===== config.mk =====
export PLATFORM = sky130hd
export DESIGN_NAME = sel_pipe_mux
export DESIGN_NICKNAME = d
export VERILOG_FILES = /design/src/rtl/sel_pipe_mux.sv
export SDC_FILE = /design/constraint.sdc
export NUM_CORES = 1
export LEC_CHECK = 0
export CORE_MARGIN = 2
export CORE_UTILIZATION = 25
export CTS_CLUSTER_DIAMETER = 100
export DETAILED_ROUTE_END_ITERATION = 10
export GPL_ROUTABILITY_DRIVEN = 1
export PLACE_DENSITY = 0.74
export SYNTH_ARGS = -nofsm -noshare
export SYNTH_HDL_FRONTEND = slang
export SYNTH_SLANG_ARGS = --single-unit

===== constraint.sdc =====
create_clock -name clk -period 1.68 [get_ports clk]
set_input_delay 0.168 -clock clk [delete_from_list [all_inputs] [get_ports clk]]
set_output_delay 0.168 -clock clk [all_outputs]
set_load 0.01 [all_outputs]

===== src/rtl/sel_pipe_mux.sv =====
// Channel-select mux with one registered, back-pressured output stage.
// Optional round-robin selection is enabled by defining MUXSEL_RR_EN.
module sel_pipe_mux #(
    parameter int unsigned WIDTH    = 32,
    parameter int unsigned CHANNELS = 4,
    parameter int unsigned SEL_W    = 2
) (
    input  logic                        clk,
    input  logic                        rst,
`ifdef MUXSEL_RR_EN
    input  logic                        rr_mode,
`endif
    input  logic [SEL_W-1:0]            addr,
    input  logic [CHANNELS*WIDTH-1:0]   in_data,
    input  logic [CHANNELS-1:0]         in_valid,
    output logic [CHANNELS-1:0]         in_ready,
    input  logic                        flush,
    output logic [WIDTH-1:0]            out_data,
    output logic [SEL_W-1:0]            out_chan,
    output logic                        out_valid,
    input  logic                        out_ready
);

    localparam int unsigned CMP_W = SEL_W + 1;

    logic [WIDTH-1:0]    data_q, data_d;
    logic [SEL_W-1:0]    chan_q, chan_d;
    logic                valid_q, valid_d;

    logic                can_load;
    logic                addr_hit;
    logic                sel_hit;
    logic [SEL_W-1:0]    sel;
    logic [CHANNELS-1:0] grant;
    logic [WIDTH-1:0]    sel_data;
    logic                xfer;

    // Addresses at or beyond CHANNELS select nothing.
    assign addr_hit = ({1'b0, addr} < CMP_W'(CHANNELS));

`ifdef MUXSEL_RR_EN
    localparam logic [SEL_W-1:0] LAST_CH = SEL_W'(CHANNELS - 1);

    logic [SEL_W-1:0] ptr_q, ptr_d;
    logic [SEL_W-1:0] rr_sel;
    logic             rr_hit;

    // First valid channel at or above ptr, else first valid channel below it.
    always_comb begin : rr_search
        logic             hi_hit;
        logic             lo_hit;
        logic [SEL_W-1:0] hi_sel;
        logic [SEL_W-1:0] lo_sel;
        hi_hit = 1'b0;
        lo_hit = 1'b0;
        hi_sel = '0;
        lo_sel = '0;
        for (int unsigned k = 0; k < CHANNELS; k++) begin
            if (!hi_hit && in_valid[k] && (SEL_W'(k) >= ptr_q)) begin
                hi_hit = 1'b1;
                hi_sel = SEL_W'(k);
            end
            if (!lo_hit && in_valid[k]) begin
                lo_hit = 1'b1;
                lo_sel = SEL_W'(k);
            end
        end
        rr_hit = hi_hit || lo_hit;
        rr_sel = hi_hit ? hi_sel : lo_sel;
    end

    always_comb begin
        if (rr_mode) begin
            sel_hit = rr_hit;
            sel     = rr_sel;
        end else begin
            sel_hit = addr_hit;
            sel     = addr;
        end
    end

    always_comb begin
        ptr_d = ptr_q;
        if (xfer && rr_mode) begin
            ptr_d = (sel == LAST_CH) ? '0 : sel + SEL_W'(1);
        end
    end

    always_ff @(posedge clk) begin
        if (rst) begin
            ptr_q <= '0;
        end else begin
            ptr_q <= ptr_d;
        end
    end
`else
    assign sel_hit = addr_hit;
    assign sel     = addr;
`endif

    assign can_load = !rst && !flush && (!valid_q || out_ready);

    // One-hot grant and selected payload.
    always_comb begin
        grant    = '0;
        sel_data = '0;
        for (int unsigned k = 0; k < CHANNELS; k++) begin
            if (SEL_W'(k) == sel) begin
                grant[k] = sel_hit;
                sel_data = in_data[k*WIDTH +: WIDTH];
            end
        end
    end

    assign in_ready = can_load ? grant : '0;
    assign xfer     = |(in_ready & in_valid);

    // Output stage: flush clears, transfer loads, a consumed word without refill empties.
    always_comb begin
        data_d  = data_q;
        chan_d  = chan_q;
        valid_d = valid_q;
        if (flush) begin
            data_d  = '0;
            chan_d  = '0;
            valid_d = 1'b0;
        end else if (xfer) begin
            data_d  = sel_data;
            chan_d  = sel;
            valid_d = 1'b1;
        end else if (out_ready) begin
            valid_d = 1'b0;
        end
    end

    always_ff @(posedge clk) begin
        if (rst) begin
            data_q  <= '0;
            chan_q  <= '0;
            valid_q <= 1'b0;
        end else begin
            data_q  <= data_d;
            chan_q  <= chan_d;
            valid_q <= valid_d;
        end
    end

    assign out_data  = data_q;
    assign out_chan  = chan_q;
    assign out_valid = valid_q;

endmodule


==> flow_summary.json <==
{
  "die-height_um": 97.3,
  "netlist_top_cells_area": "mux4_2, dfxtp_1, a21oi_1, nand3_1, o21ai_0",
  "seqPwrFrac_pct": 38.3,
  "rsz0062_at_grt": "no",
  "grt_util_all_layers_pct": 15.5,
  "slew_headroom_pct": 79.4,
  "fin_util_pct": 48.8,
  "hpwl_mm": 6.17,
  "cts_hold_buf": 0,
  "p_int_mw": 1.73,
  "fp.dieArea_um2": 9470,
  "clk_pin_slew_ns": 0.07,
  "power_leakage_nw": 1.44,
  "crit_chain": "nor2b_2 -> nor2_2 -> and3_1 -> dlygate4sd2_1",
  "setup_violations": 0,
  "final_nets": 520,
  "viasPerCell": 4.98,
  "initial_utilization_pct": 25.3,
  "yosysTopAreaCellShare_pct": 33.1,
  "root_buffer": "clkbuf_8",
  "cp_num_buf_inv": 1,
  "cts_setup_buffers": 0,
  "seqCellArea_um2": 701,
  "ant_nets": 0,
  "synth-seq-cells": 35,
  "synthXorXnorAreaFrac_pct": 0,
  "io_buffers": 176,
  "fmax_mhz": 625,
  "multiInputGateArea_um2": 1360,
  "clk_latency_ns": 0.28,
  "synthSimpleGateAreaFrac_pct": 11.4,
  "arrival_ns": 1.43,
  "outcome": "finished, final reports clean",
  "yosys_warnings": 0,
  "grt_max_degree": 35,
  "cts_tree": "done",
  "tightest_slew_ns": 0.309,
  "powerDensity_nw_per_um2": 550,
  "setup_ws_ns": 0.0807,
  "clockBufferDepth": 2,
  "clkSinkCount": 35,
  "synth_area_um2": 2180,
  "synthDistinctLibCells": 23,
  "overflow": 0,
  "vias": 2439,
  "critical_path.max_fanout": 5,
  "p_switching_mw": 0.578,
  "p_comb_share_pct": 35.1,
  "grt_pass1_wl_mm": 12.2,
  "crit_slowest_cell": "dfxtp_1",
  "r2r_cells": 6,
  "min_delay_path_depth": 5,
  "finalPower_mw": 2.31,
  "cts_made_buffers": 5,
  "synthToLayoutAreaGrowth_pct": 92.5,
  "drtPass1Iterations": 4,
  "yosysTopAreaCell": "mux4_2",
  "critical_path_depth": 4,
  "cpPeakStageDelay_ns": 0.35,
  "drive_above_1_share_pct": 15.7,
  "n_antenna_cell": 0,
  "slew_violations": 0,
  "die_w_um": 97.3,
  "grt_pass1_vias": 2584,
  "clkPwrFrac_pct": 26.6,
  "clock_skew_ns": 0.0101,
  "synth_top_family_by_area": "multiplexers",
  "p_sw_share_pct": 25.1,
  "boundaryPins": 177,
  "wirelength_mm": 7.65,
  "muxShareOfSynthArea_pct": 34.1,
  "syn_nets": 350,
  "cts_resized": 5,
  "seq_area_frac_synth_pct": 32.2,
  "crit_type": "register to output port",
  "cts_max_level": 2,
  "cp_top_family": "simple AND/OR/NAND/NOR gates",
  "syn_area_per_cell_um2": 10.3,
  "critPathRequiredTime_ns": 1.51,
  "synth-compound-area-share_pct": 15.9,
  "core-area_um2": 8590,
  "yosys.area_share.adder_pct": 0,
  "end_kind": "output port",
  "peakVddDrop_uv": 214,
  "wl_per_cell_um": 15.6,
  "fin_crit_ns": 1.60,
  "gp_congestion": 0.736,
  "syn_inst": 212,
  "hold_violations": 0,
  "rows": 34,
  "drc": 0,
  "place_ws_ns": -0.258,
  "maxCapViolCount": 0,
  "fillers": 818,
  "drt-initial-drc-count": 38,
  "finalCritPeriodShare_pct": 95.2,
  "min_path_type": "input port to register",
  "antenna_found_initial": 0,
  "start_kind": "register"
}
cell type report:
class	count	area share (%)
repair buffers	189	45.5
multi-input cells	150	32.3
flip-flops and latches	35	16.7
well taps	108	3.22
clock buffers	6	1.97
clock inverters	1	0.119
inverters	1	0.0896
cells in the mapped netlist:
library cell	number
dfxtp_1	35
nor3_2	1
or2_2	1
nand2_1	1
nand3_1	34
o21ai_1	5
buf_2	13
nor2_1	2
nor2b_1	1
and3_1	3
or3_1	1
mux2i_1	1
mux2_2	1
clkbuf_2	1
nor4_1	2
nand2b_1	1
clkbuf_1	8
buf_4	2
mux4_2	32
buf_6	2
inv_1	1
a21oi_1	35
o21ai_0	29
worst reg2reg max path, stage by stage (launching register included):
cell	delay, ns
dfxtp_1	0.35
nor2b_2	0.28
buf_4	0.17
nor3_4	0.04
buf_12	0.18
o21ai_0	0.22
a21oi_1	0.09
stage by stage:
stage	instance area [um2]	std cells	TNS (ns)	hold WS (ns)
floorplan	2180	212	0	0.387
global placement	4090	483	-0.733	0.450
detailed placement	4090	483	-1.03	0.455
CTS	4180	490	0	0.364
global route	4190	490	0	0.420
finish	4190	490	0	0.394
state kept, by name, indices dropped and copies added, names as in the netlist:
name / flops
out_data: 32
out_chan: 2
out_valid: 1
layer usage:
layer  vias to the layer above  wire (um)  global-route usage, %
met5                         -          0                      0
li1                       1160          -                      -
met4                         0        102                   4.17
met1                      1159       2730                   15.7
met2                       110       4210                   30.7
met3                        10        608                   4.53
cells in the final DEF (no fill, tap or decap):
master           count
nor2_2               1
buf_4                8
nand2b_1             1
nor4_2               1
o21ai_0             29
nor3_4               1
mux4_2              32
or3_1                1
inv_1                1
o21ai_1              5
buf_12               5
clkdlybuf4s50_1    170
clkdlybuf4s15_1      1
dfxtp_1             35
clkinv_2             1
clkbuf_8             6
and3_1               3
a21oi_1             35
dlygate4sd2_1        3
nor4_1               1
nor2b_2              1
mux2i_1              1
buf_2                2
nand2_1              1
nor2_1               1
mux2_2               1
or2_4                1
nand3_1             34
logic make-up after synthesis:
group | after synthesis
compound gates | 69
buf+inv | 27
mux | 34
simple gates | 47
flops | 35
power groups by stage:
stage | registers, mW | logic [mW] | clock network (mW)
floorplan | 0.918 | 0.316 | 0
global route | 0.887 | 0.865 | 0.673
global placement | 0.900 | 0.796 | 0
finish | 0.883 | 0.808 | 0.614
CTS | 0.883 | 0.813 | 0.648
detailed placement | 0.902 | 0.812 | 0
final timing paths:
path / slack, ns / to / from
worst max-delay path: 0.08 / in_ready[1] / out_valid
worst min-delay path: 0.39 / out_valid / addr[1]
worst max register to register: 0.22 / out_data[25] / out_valid
worst min register to register: 0.46 / out_data[29] / out_data[29]
Note: power is estimated with default switching activity, not from simulation.
